==> config.mk <==
export PLATFORM = sky130hd
export DESIGN_NAME = key_cmd_sched
export DESIGN_NICKNAME = d
export VERILOG_FILES = /design/src/rtl/key_cmd_sched.sv
export SDC_FILE = /design/constraint.sdc
export NUM_CORES = 1
export LEC_CHECK = 0
export CORE_MARGIN = 2
export CORE_UTILIZATION = 50
export CTS_BUF_LIST = sky130_fd_sc_hd__clkbuf_8
export CTS_CLUSTER_SIZE = 25
export DETAILED_ROUTE_END_ITERATION = 10
export PLACE_DENSITY = 0.69
export SYNTH_ARGS = -nofsm -noshare
export SYNTH_HDL_FRONTEND = slang
export SYNTH_SLANG_ARGS = --single-unit
==> constraint.sdc <==
create_clock -name clk_i -period 5.5 [get_ports clk_i]
set_input_delay 0.825 -clock clk_i [delete_from_list [all_inputs] [get_ports clk_i]]
set_output_delay 0.825 -clock clk_i [all_outputs]
set_load 0.1 [all_outputs]
==> src/rtl/key_cmd_sched.sv <==
// Key-blip command scheduler: arbitrates key blips into a 4-entry FIFO and
// issues one command per GAP_FRAMES video frames. Optional macro: KEY_CMD_COALESCE_EN.
module key_cmd_sched #(
  parameter int unsigned GAP_FRAMES = 1
) (
  input  logic       clk_i,
  input  logic       dreset_i,
  input  logic       key_up_i,
  input  logic       key_down_i,
  input  logic       key_left_i,
  input  logic       key_right_i,
  input  logic       key_enter_i,
  input  logic       key_game_reset_i,
  input  logic       frame_tick_i,
  input  logic       cmd_ready_i,
  output logic       cmd_valid_o,
  output logic [2:0] cmd_code_o,
  output logic       game_reset_out_o,
  output logic [2:0] fifo_count_o,
  output logic       overflow_o,
  output logic       dropped_o
);

  // state     | meaning
  // IDLE      | nothing pending, waiting for the FIFO to fill
  // WAIT_TICK | entry pending, waiting for the next frame_tick
  // ISSUE     | head offered on cmd_valid/cmd_code until accepted
  // HOLDOFF   | counting frame_ticks before the next command may issue
  typedef enum logic [1:0] {
    IDLE      = 2'd0,
    WAIT_TICK = 2'd1,
    ISSUE     = 2'd2,
    HOLDOFF   = 2'd3
  } state_t;

  localparam logic [3:0] GAP_LOAD = 4'(GAP_FRAMES);

  state_t     state_q, state_d;
  logic [3:0] gap_q, gap_d;
  logic [2:0] mem_q [4];
  logic [1:0] rd_ptr_q, wr_ptr_q;
  logic [2:0] count_q, count_d;
  logic       overflow_q, dropped_q, game_reset_q;

  logic [2:0] win_code;
  logic       lose;
  logic       game_reset;
  logic       handshake;
  logic       pop;
  logic       push_req;
  logic       push_ok;
  logic       overflow_set;
  logic       coalesce_hit;

  assign game_reset = key_game_reset_i;

  // Fixed priority: enter > up > down > left > right; any other blip is lost.
  always_comb begin
    win_code = 3'd0;
    lose     = 1'b0;
    if (key_enter_i) begin
      win_code = 3'd5;
      lose     = key_up_i | key_down_i | key_left_i | key_right_i;
    end else if (key_up_i) begin
      win_code = 3'd1;
      lose     = key_down_i | key_left_i | key_right_i;
    end else if (key_down_i) begin
      win_code = 3'd2;
      lose     = key_left_i | key_right_i;
    end else if (key_left_i) begin
      win_code = 3'd3;
      lose     = key_right_i;
    end else if (key_right_i) begin
      win_code = 3'd4;
    end
  end

`ifdef KEY_CMD_COALESCE_EN
  logic [2:0] newest;
  assign newest       = mem_q[wr_ptr_q - 2'd1];
  assign coalesce_hit = (count_q != 3'd0) && (newest == win_code);
`else
  assign coalesce_hit = 1'b0;
`endif

  assign handshake    = (state_q == ISSUE) && cmd_ready_i;
  assign pop          = handshake && !game_reset;
  assign push_req     = !game_reset && (win_code != 3'd0) && !coalesce_hit;
  // A full FIFO still accepts a push when the head leaves in the same cycle.
  assign push_ok      = push_req && ((count_q != 3'd4) || pop);
  assign overflow_set = push_req && (count_q == 3'd4) && !pop;
  assign count_d      = count_q + {2'b00, push_ok} - {2'b00, pop};

  always_ff @(posedge clk_i or negedge dreset_i) begin
    if (!dreset_i) begin
      for (int i = 0; i < 4; i++) mem_q[i] <= 3'd0;
      rd_ptr_q   <= 2'd0;
      wr_ptr_q   <= 2'd0;
      count_q    <= 3'd0;
      overflow_q <= 1'b0;
      dropped_q  <= 1'b0;
    end else if (game_reset) begin
      rd_ptr_q   <= 2'd0;
      wr_ptr_q   <= 2'd0;
      count_q    <= 3'd0;
      overflow_q <= 1'b0;
      dropped_q  <= 1'b0;
    end else begin
      if (push_ok) begin
        mem_q[wr_ptr_q] <= win_code;
        wr_ptr_q        <= wr_ptr_q + 2'd1;
      end
      if (pop) rd_ptr_q <= rd_ptr_q + 2'd1;
      count_q    <= count_d;
      overflow_q <= overflow_q | overflow_set;
      dropped_q  <= dropped_q | lose;
    end
  end

  always_ff @(posedge clk_i or negedge dreset_i) begin
    if (!dreset_i) begin
      state_q      <= IDLE;
      gap_q        <= 4'd0;
      game_reset_q <= 1'b0;
    end else begin
      state_q      <= state_d;
      gap_q        <= gap_d;
      game_reset_q <= game_reset;
    end
  end

  always_comb begin
    state_d = state_q;
    gap_d   = gap_q;
    if (game_reset) begin
      state_d = IDLE;
      gap_d   = 4'd0;
    end else begin
      unique case (state_q)
        IDLE: begin
          if (count_q != 3'd0) state_d = WAIT_TICK;
        end
        WAIT_TICK: begin
          if (frame_tick_i) state_d = ISSUE;
        end
        ISSUE: begin
          if (cmd_ready_i) begin
            state_d = HOLDOFF;
            gap_d   = GAP_LOAD;
          end
        end
        HOLDOFF: begin
          if (frame_tick_i) begin
            if (gap_q > 4'd1) begin
              gap_d = gap_q - 4'd1;
            end else begin
              state_d = (count_q != 3'd0) ? ISSUE : IDLE;
            end
          end
        end
        default: state_d = IDLE;
      endcase
    end
  end

  // Head cannot move while offered: pops happen only on the handshake itself.
  assign cmd_valid_o      = (state_q == ISSUE);
  assign cmd_code_o       = (state_q == ISSUE) ? mem_q[rd_ptr_q] : 3'd0;
  assign game_reset_out_o = game_reset_q;
  assign fifo_count_o     = count_q;
  assign overflow_o       = overflow_q;
  assign dropped_o        = dropped_q;

endmodule

After elaboration in Yosys (flattened, before gate mapping). Index checks and enable logic that the tools add are counted.

Flip-flop bits (word level): 28. Latch bits: 0. Bits in writable memories: 0. Memory bits (read-only): 0. Input port bits: 10. Output and inout port bits: 10. Logic and storage cells: 98. Memories kept: 0.

Add/sub/neg operators: 5. Multipliers: 0. Divide/modulo/power cells: 0. Order comparisons: 4. Equality and inequality tests: 11. Shifts and indexed selects: 0. Mux-type cells: 36. Bitwise logic cells: 11. Reductions and logical operators: 19.

Operators by type and width (count): two-way mux 3 bit (10); two-way mux 2 bit (11); != test 3 bit (second input constant) (7); two-way mux 4 bit (4); bitwise mux 12 bit (1); nonzero test 3 bit (3); bitwise OR 1 bit (8); case mux 2 bit (4 select lines) (1); case mux 4 bit (2 select lines) (1); logical AND 1 bit (7); binary-select mux 3 bit (select 2 bit) (1); demux 3 bit (select 2 bit) (1); greater-or-equal comparator 3 bit (second input constant) (2); two-way mux 1 bit (6); inverter 2 -> 3 bit (2); AND reduction 5 bit (1); adder 2 x 1 -> 2 bit (second input constant) (2); equality test 2 bit (second input constant) (2); greater-than comparator 4 x 1 -> 1 bit (second input constant) (1); AND reduction 4 bit (1); nonzero test 2 bit (2); subtractor 4 x 1 -> 4 bit (second input constant) (1); adder 3 x 1 -> 3 bit (1); equality test 3 bit (second input constant) (1); 8 further kinds (9).

Logic depth before layout (Yosys ltp). Gate-level depths: netlist (run 1).

Depth after elaboration: 11. Depth in mapped cells: 10. Gate-level depth less buffers: 10.

Worst setup path before layout (run 1). Ideal clock, no wire load.

Path type: flip-flop to output port. Start: register rd_ptr_q[0]. End: output cmd_code_o[0]. Data arrival time: 2.210 ns. Required time: 4.675 ns. Setup slack: 2.465 ns. Stages on the path, launching flop included: 4. Buffers on the path: 1. Cell sequence: dfrtp_1 clkbuf_1 mux4_2 nor2b_1.

Word-level cells in the longest chain between the ends: 5.

RTL lines: start, declared (line 41) `logic [1:0] rd_ptr_q, wr_ptr_q;`; start signal, assigned (line 113) `if (pop) rd_ptr_q <= rd_ptr_q + 2'd1;`; inverter 2 -> 3 bit (not written as such) (line 168) `assign cmd_code_o = (state_q == ISSUE) ? mem_q[rd_ptr_q] : 3'd0;`; binary-select mux 3 bit (select 2 bit) (line 168); two-way mux 3 bit (not written as such) (2 in series) (line 168); two-way mux 3 bit (line 168); end, declared (line 17) `output logic [2:0] cmd_code_o,`.

No other way between the ends. The select of a mux whose other input is x is not followed.

Final worst setup path (run 1).
Start: register rd_ptr_q[0]. End: output cmd_code_o[1].

Same word-level chain as after synthesis.

==> results list, run 1 <==
- In this run the tool buffered the top-level ports with 19 buffer cells.
* Residual DRC: 0
- Global route overflow: 0
- On the critical path, the stage with the largest delay is an instance of sky130_fd_sc_hd__clkdlybuf4s50_1.
* Ports placed on the boundary: 20
- Total count of hold-check failures in the final report: 0
* Clock-pin slew on the worst setup and hold paths: 0.09 ns
- Nature of the critical path endpoint: primary output
- Max Clock Freq: 0.311 GHz
- Sum of buffers and inverters on the critical path: 1
* Count of mapped cells out of synthesis: 135
- For this design, the sink count on the clock tree is 28.
- Core region area: 3000 um2
- Measured in cells, the most critical reg-to-reg path has a length of 10.
- Final-stage net count: 176
- Half-perimeter wire length after detailed placement: 2200 um
- The max-slew violation count is 0.
* Maximum number of pins on one net before global-route repair: 29
- The clock arrives with 0.00255 ns of skew.
- Number of global-route vias before repair: 1095
* Die W: 59.5 um
* Post-synthesis cell type count: 37
- Max capacitance violation total: 0
* Vias: 1064
- Critical path startpoint category: flop
- The routed design could run at a clock period as short as 3.21 ns.
* Beginning of the worst register-to-register path: fifo_count_o[1]
- At the worst endpoint, the required time is 4.68 ns.
- The number of setup buffers added after CTS is 0.
- In this design, the stage delay of the slowest critical-path cell is 0.96 ns.
* Cell area after synthesis: 1540 um2
- Counting buffers and inverters, the worst setup path is 3 cells deep.
- Antenna viol nets, final: 0
- Final number of setup-violating endpoints: 0
- Inserted Clock Buffers: 3
- Data on the critical path arrives at its endpoint at 2.39 ns.
* Clock Path Buffers: 2
- Seq cells post-synth: 28
- Hold-fix buffer count after cts: 0
* Floorplan die area: 3540 um2
* Antenna violations before repair: 0
- After detailed routing, the total wire length is 2920 um.
* Initial cell density of the core: 51.3%
- For this run, the register share of the synthesized area comes to 45.5%.
* Worst slew margin relative to its limit: 35.2%
- The first routing iteration left 43 violations.
- The congestion estimate from routability-driven global placement came to 0.778.
- Final worst-path cycle share: 58.4%
* Post-Syn Area per Cell: 11.4 um2
- In the routed layout, each cell is associated on average with a via count of 5.66.
- The critical path is of the flop to primary output type.
* Tightest Pin Transition: 0.969 ns
* YS warnings: 0
* Die span in y: 59.5 um
- Met2 track demand over resource in global routing: 33.0%
- Mapped Nets: 154
- Critical path cell sequence: mux4_2 > nor2b_1 > clkdlybuf4s50_1
* Row count: 20
* Met1 routing resource usage after global routing: 24.7%
* Post-CTS Resized: 0
- Of the cells placed in the final design, the portion with a size suffix greater than 1 is 11.0%.
- The worst hold path begins at mem_q[7].
- The first global-routing pass estimated 5010 um of wire.
- Clock Root Buffer: sky130_fd_sc_hd__clkbuf_8
- For this run, global-route usage on met3 was measured as 2.62%.
* Setup repair after global routing missed its margin: no
- Endpoint of the worst-slack reg-to-reg timing path: fifo_count_o[2]
- Power spread over the standard cell area amounts to 415 nW/um2.
- HP Class: flop to flop
- Run status: finished clean
- Setup TNS Final: 0 ns
- For hold timing, the worst endpoint is mem_q[7].
- In this run the number of H-tree levels came out at 1.
- Latest clock arrival within the worst-skew pair: 0.27 ns
* Family with the most delay on the worst path: buffers and inverters
* Antenna cells: 0
- IR analysis of the VDD net gives a maximum drop of 0.000246 V.
- Min-Delay Path Depth: 1
- TritonCTS built the clock tree.
* Largest fanout on the critical path: 5
* Most Used Layer, Global Route: met2
- WL/cell: 15.5 um
- Reg-to-reg slack, setup: 3.05 ns
- Pleak: 0.000801 uW
- Aggregate global-route resource usage: 19.6%
- After layout, the design draws a total of 752 uW.
- The pre-antenna-repair detailed-routing pass consisted of 4 iterations.
* Synthesis-to-layout area growth: 17.5%
[through the flow]
stage	area (um2)	utilization [%]	setup WS, ns	instances	hold WS [ns]
detailed placement	1770	58.9	2.09	185	0.480
global placement	1770	58.9	2.17	185	0.469
floorplan	1540	-	2.47	135	0.459
global route	1810	60.3	2.17	188	0.522
CTS	1810	60.3	2.25	188	0.502
finish	1810	60.3	2.29	188	0.496
[cell usage in the layout, fill, tap and decap left out, types with 3 or more instances in the layout]
cell type / netlist / layout
sky130_fd_sc_hd__a21oi_1: 3 / 3
sky130_fd_sc_hd__clkbuf_8: 0 / 3
sky130_fd_sc_hd__clkdlybuf4s50_1: 0 / 19
sky130_fd_sc_hd__dfrtp_1: 28 / 28
sky130_fd_sc_hd__ha_1: 8 / 8
sky130_fd_sc_hd__inv_1: 12 / 12
sky130_fd_sc_hd__mux2_1: 12 / 12
sky130_fd_sc_hd__mux4_2: 3 / 3
sky130_fd_sc_hd__nand2_1: 5 / 5
sky130_fd_sc_hd__nand2_2: 4 / 4
sky130_fd_sc_hd__nor2_1: 14 / 14
sky130_fd_sc_hd__nor2b_1: 4 / 4
sky130_fd_sc_hd__nor3_1: 6 / 6
sky130_fd_sc_hd__xnor2_1: 3 / 3
sky130_fd_sc_hd__xor2_1: 4 / 4
[synth_stat cells (all sizes together)]
cell     instances  area (um2)
dfrtp           28         701
nor2            14        52.6
inv             12        45.0
mux2            12         135
nand2            9        43.8
ha               8         100
nor3             6        30.0
nor2b            4        25.0
xor2             4        35.0
a21oi            3        15.0
clkbuf           3        11.3
mux4             3        67.6
xnor2            3        26.3
a31oi            2        12.5
mux2i            2        20.0
or2b             2        15.0
a2111o           1        11.3
a211o            1        8.76
a221oi           1        26.3
a22o             1        10.0
a31o             1        8.76
a41o             1        10.0
and2             1        7.51
and3b            1        10.0
fa               1        20.0
maj3             1        10.0
nand3b           1        20.0
nand4            1        6.26
nand4b           1        8.76
nor3b            1        7.51
o2111ai          1        8.76
o21a             1        7.51
o21ai            1        5.00
o22ai            1        6.26
o31ai            1        7.51
or2              1        6.26
[power breakdown]
group	internal, uW	leakage [uW]	switching, uW
Combinational	127	0.000424	196
Clock	49.2	0.0000216	61.1
Sequential	268	0.000355	50.8
[how the worst max path moves through the flow]
stage               slack [ns]              end        startpoint
floorplan                 2.47    cmd_code_o[0]       rd_ptr_q[0]
global placement          2.17  fifo_count_o[2]  key_game_reset_i
detailed placement        2.09  fifo_count_o[2]  key_game_reset_i
CTS                       2.25    cmd_code_o[1]       rd_ptr_q[0]
global route              2.17    cmd_code_o[1]       rd_ptr_q[0]
finish                    2.29    cmd_code_o[1]       rd_ptr_q[0]
[area by class of cell]
class                      instances  area, um2
fill                             258       1190
multi-input combinational         92        785
sequential                        28        701
timing repair buffer              20        198
inverter                          12       45.0
clock buffer                       3       41.3
tap                               33       41.3
[flip-flops by register name (all words and copies together), names as in the netlist]
register and count:
mem_q 12, gap_q 4, fifo_count_o 3, rd_ptr_q 2, state_q 2, wr_ptr_q 2
dropped_o 1, game_reset_out_o 1, overflow_o 1
[logic make-up (layout without fill, tap and decap cells)]
group                    Yosys count  after routing  share of synthesized area (%)
buffers and inverters             15             35                           3.65
multiplexers                      17             17                           14.4
flip-flops                        28             28                           45.5
adder cells (fa/ha/maj)           10             10                           8.44
XOR/XNOR                           7              7                           3.98
AO/OA/AOI/OAI                     16             16                           8.93
AND/OR/NAND/NOR                   42             42                           15.1
[metal layers]
metal / part of all wire [%] / up-vias
met4: 2.3 / 0
met2: 51 / 19
li1: - / 504
met3: 2.8 / 5
met1: 44 / 536
met5: 0 / -
Power figures use the tool's default switching activity.
==> run 2: changes to the inputs <==
clock period = 3.3 ns   (was 5.5 ns; I/O delays follow)
==> results list, run 2 (synthesis gave the netlist of run 1 again) <==
- The static leakage power is 0.000822 uW (was 0.000801 uW).
- The number of violations reported at the end of detailed-routing iteration 0 came to 19 (was 43).
- Largest register FFs: 12 (unchanged)
* Number of global-route vias before repair: 1052 (was 1095)
* Maximum number of pins on one net before global-route repair: 29 (unchanged)
* Core region area: 3000 um2 (unchanged)
- Clock Root Buffer: sky130_fd_sc_hd__clkbuf_8 (unchanged)
- The filler cell count in the final layout was 269 (was 258).
- Max Clock Freq: 0.370 GHz
- The total length of routed wires was 2970 um (was 2920 um).
- Antenna viol nets, final: 0 (unchanged)
- The final setup slack of the worst path was 0.597 ns (was 2.29 ns).
- The post-route DRC violation count is 0 (unchanged).
- Antenna cells: 0 (unchanged)
- The total number of placement rows is 20 (unchanged).
* Layout cell share with drive strength beyond 1: 15.3% (was 11.0%)
- The sort of element at the start of the critical path was a primary input (was flop).
* Sequential group share of total power: 41.5% (was 42.4%)
- Worst slew margin relative to its limit: 34.8% (was 35.2%)
- The I/O pin count came to 20 (unchanged).
* Clock Path Buffers: 2 (unchanged)
- The full die area came to 3540 um2 (unchanged).
- Layout Skew: 0.00689 ns (was 0.00255 ns)
- Nature of the critical path endpoint: flop (was primary output)
- Aggregate global-route resource usage: 19.7% (was 19.6%)
- The max-capacitance violation count is 0 (unchanged).
- The max-slew violation count came to 0 (unchanged).
* Final worst path period need: 2.70 ns
- Final number of setup-violating endpoints: 0 (unchanged)
- Tightest Pin Transition: 0.975 ns (was 0.969 ns)
- Total setup buffers inserted after CTS: 0 (unchanged)
* Hold-fix buffer count after cts: 0 (unchanged)
- Global route overflow: 0 (unchanged)
* Clock tree from TritonCTS: yes (unchanged)
- Total count of hold-check failures in the final report: 0 (unchanged)
- Synthesis-to-layout area growth: 18.0% (was 17.5%)
- The number of iterations in the first detailed-routing pass was 4 (unchanged).
* Global-route wire length before repair: 5030 um (was 5010 um)
* Initial cell density of the core: 51.3% (unchanged)
- The average wire per cell in the routed design came to 15.6 um (was 15.5 um).
- The routability-driven placement congestion ratio came to 0.740 (was 0.778).
- The setup total negative slack was 0 ns (unchanged).
* Switching fraction of total power: 40.3% (was 40.9%)
- The insertion delay of the later-clocked pin in the worst-skew pair came to 0.28 ns (was 0.27 ns).
- The final hold slack is 0.500 ns (was 0.496 ns).
- The maximum net fanout on the critical path came to 6 (was 5).
- The half-perimeter wire length of the detailed placement result is 2290 um (was 2200 um).
- The most common library cell in the layout ignoring fill and taps is sky130_fd_sc_hd__dfrtp_1 (unchanged).
- The clock transition at the register clock pins on the worst setup and hold paths after CTS came to 0.09 ns (about the same).
- Die span in y: 59.5 um (unchanged)
- The worst vdd rail ir drop was 0.000344 V (was 0.000246 V).
* Cell Pwr Density: 701 nW/um2 (was 415 nW/um2)
* Worst Path Class, Setup: primary input to flop (was flop to primary output)
- The design internal power came to 762 uW (was 444 uW).
- Die W: 59.5 um (unchanged)
- Run status: finished clean (unchanged)
- The required time at the worst-slack endpoint came to 3.47 ns (was 4.68 ns).
- Most used cells in the layout excluding fill and tap cells: sky130_fd_sc_hd__dfrtp_1, sky130_fd_sc_hd__nor2_1, sky130_fd_sc_hd__clkdlybuf4s50_1 (was sky130_fd_sc_hd__dfrtp_1, sky130_fd_sc_hd__clkdlybuf4s50_1, sky130_fd_sc_hd__nor2_1)
- Worst slack, placed: 0.284 ns (was 2.09 ns)
- The fraction of power consumed by the clock network is 16.7% (was 14.7%).
- Vias per cell: 5.53 (was 5.66)
* Vias: 1050 (was 1064)
- Antenna violations before repair: 0 (unchanged)
- The register with the most flip-flops is mem_q (unchanged).
* Final worst-path cycle share: 81.9%
- Port Buf Inserts: 19 (unchanged)
- Arrival time reported for the critical path endpoint: 2.88 ns (was 2.39 ns)
* Setup repair after global routing missed its margin: no (unchanged)
- The path class of the lowest-slack min-delay path was flop to flop (unchanged).
- Number of clock sinks: 28 (unchanged)
- The total of cells resized after clock tree synthesis came to 0 (unchanged).
- The total CTS buffers is 3 (unchanged).
- The switching power of the nets came to 513 uW (was 307 uW).
* Relative contribution of combinational cells to total power: 41.9% (was 43.0%)
- The post-layout utilization of the core is 60.6% (was 60.3%).
* H-tree depth: 1 (unchanged)
- The count of nets after finishing was 177 (was 176).
## run 2: changes by cell type in the layout (fill, tap and decap cells not counted), sizes merged
cell and delta:
clkdlybuf4s50 -5, buf +6, clkbuf +1
## run 2: worst max-delay path, stage by stage
cell                              delay, ns
sky130_fd_sc_hd__clkdlybuf4s50_1       0.56
sky130_fd_sc_hd__nor3_1                0.14
sky130_fd_sc_hd__a221oi_4              0.44
sky130_fd_sc_hd__inv_1                 0.11
sky130_fd_sc_hd__ha_1                  0.28
sky130_fd_sc_hd__inv_1                 0.06
sky130_fd_sc_hd__ha_1                  0.13
sky130_fd_sc_hd__inv_1                 0.05
sky130_fd_sc_hd__fa_1                  0.40
sky130_fd_sc_hd__xnor2_1               0.16
sky130_fd_sc_hd__nor2_1                0.05
## run 2: final timing paths
path / from / end / slack (ns) / cells past startpoint
setup / recovery: key_enter_i / fifo_count_o[2] / 0.60 / 11
hold / removal: mem_q[11] / mem_q[11] / 0.50 / 1
setup reg to reg: fifo_count_o[1] / fifo_count_o[2] / 0.82 / 10
hold reg to reg: mem_q[11] / mem_q[11] / 0.50 / 1
max in group asynchronous: dreset_i / mem_q[8] / 2.45 / 2
min in group asynchronous: dreset_i / gap_q[1] / 0.58 / 2
## run 2: cell type report
| cell class | instances | area (um2) | area share (%) |
|---|---|---|---|
| multi-input cells | 92 | 785 | 43.1 |
| flip-flops and latches | 28 | 701 | 38.5 |
| repair buffers | 21 | 193 | 10.6 |
| clock buffers | 4 | 55.1 | 3.03 |
| inverters | 12 | 45.0 | 2.48 |
| well taps | 33 | 41.3 | 2.27 |
## run 2: through the flow
stage               area, um2  total power [uW]  cells
floorplan                1540               936    135
global placement         1760              1050    186
detailed placement       1760              1070    186
CTS                      1820              1290    190
global route             1820              1350    190
finish                   1820              1280    190
## run 2: power by group through the flow
stage / combinational (uW) / clock (uW) / sequential (uW)
after floorplan: 316 / 0 / 620
after global placement: 521 / 0 / 528
after detailed placement: 540 / 0 / 535
after CTS: 540 / 219 / 528
after global routing: 574 / 230 / 549
final: 534 / 212 / 529
## run 2: layer usage
metal / GRT usage [%] / routed length [um] / vias to the layer above
li1: - / - / 510
met1: 27.0 / 1370 / 516
met2: 30.6 / 1450 / 17
met3: 1.97 / 62 / 7
met4: 11.4 / 84 / 0
met5: 0 / 0 / -
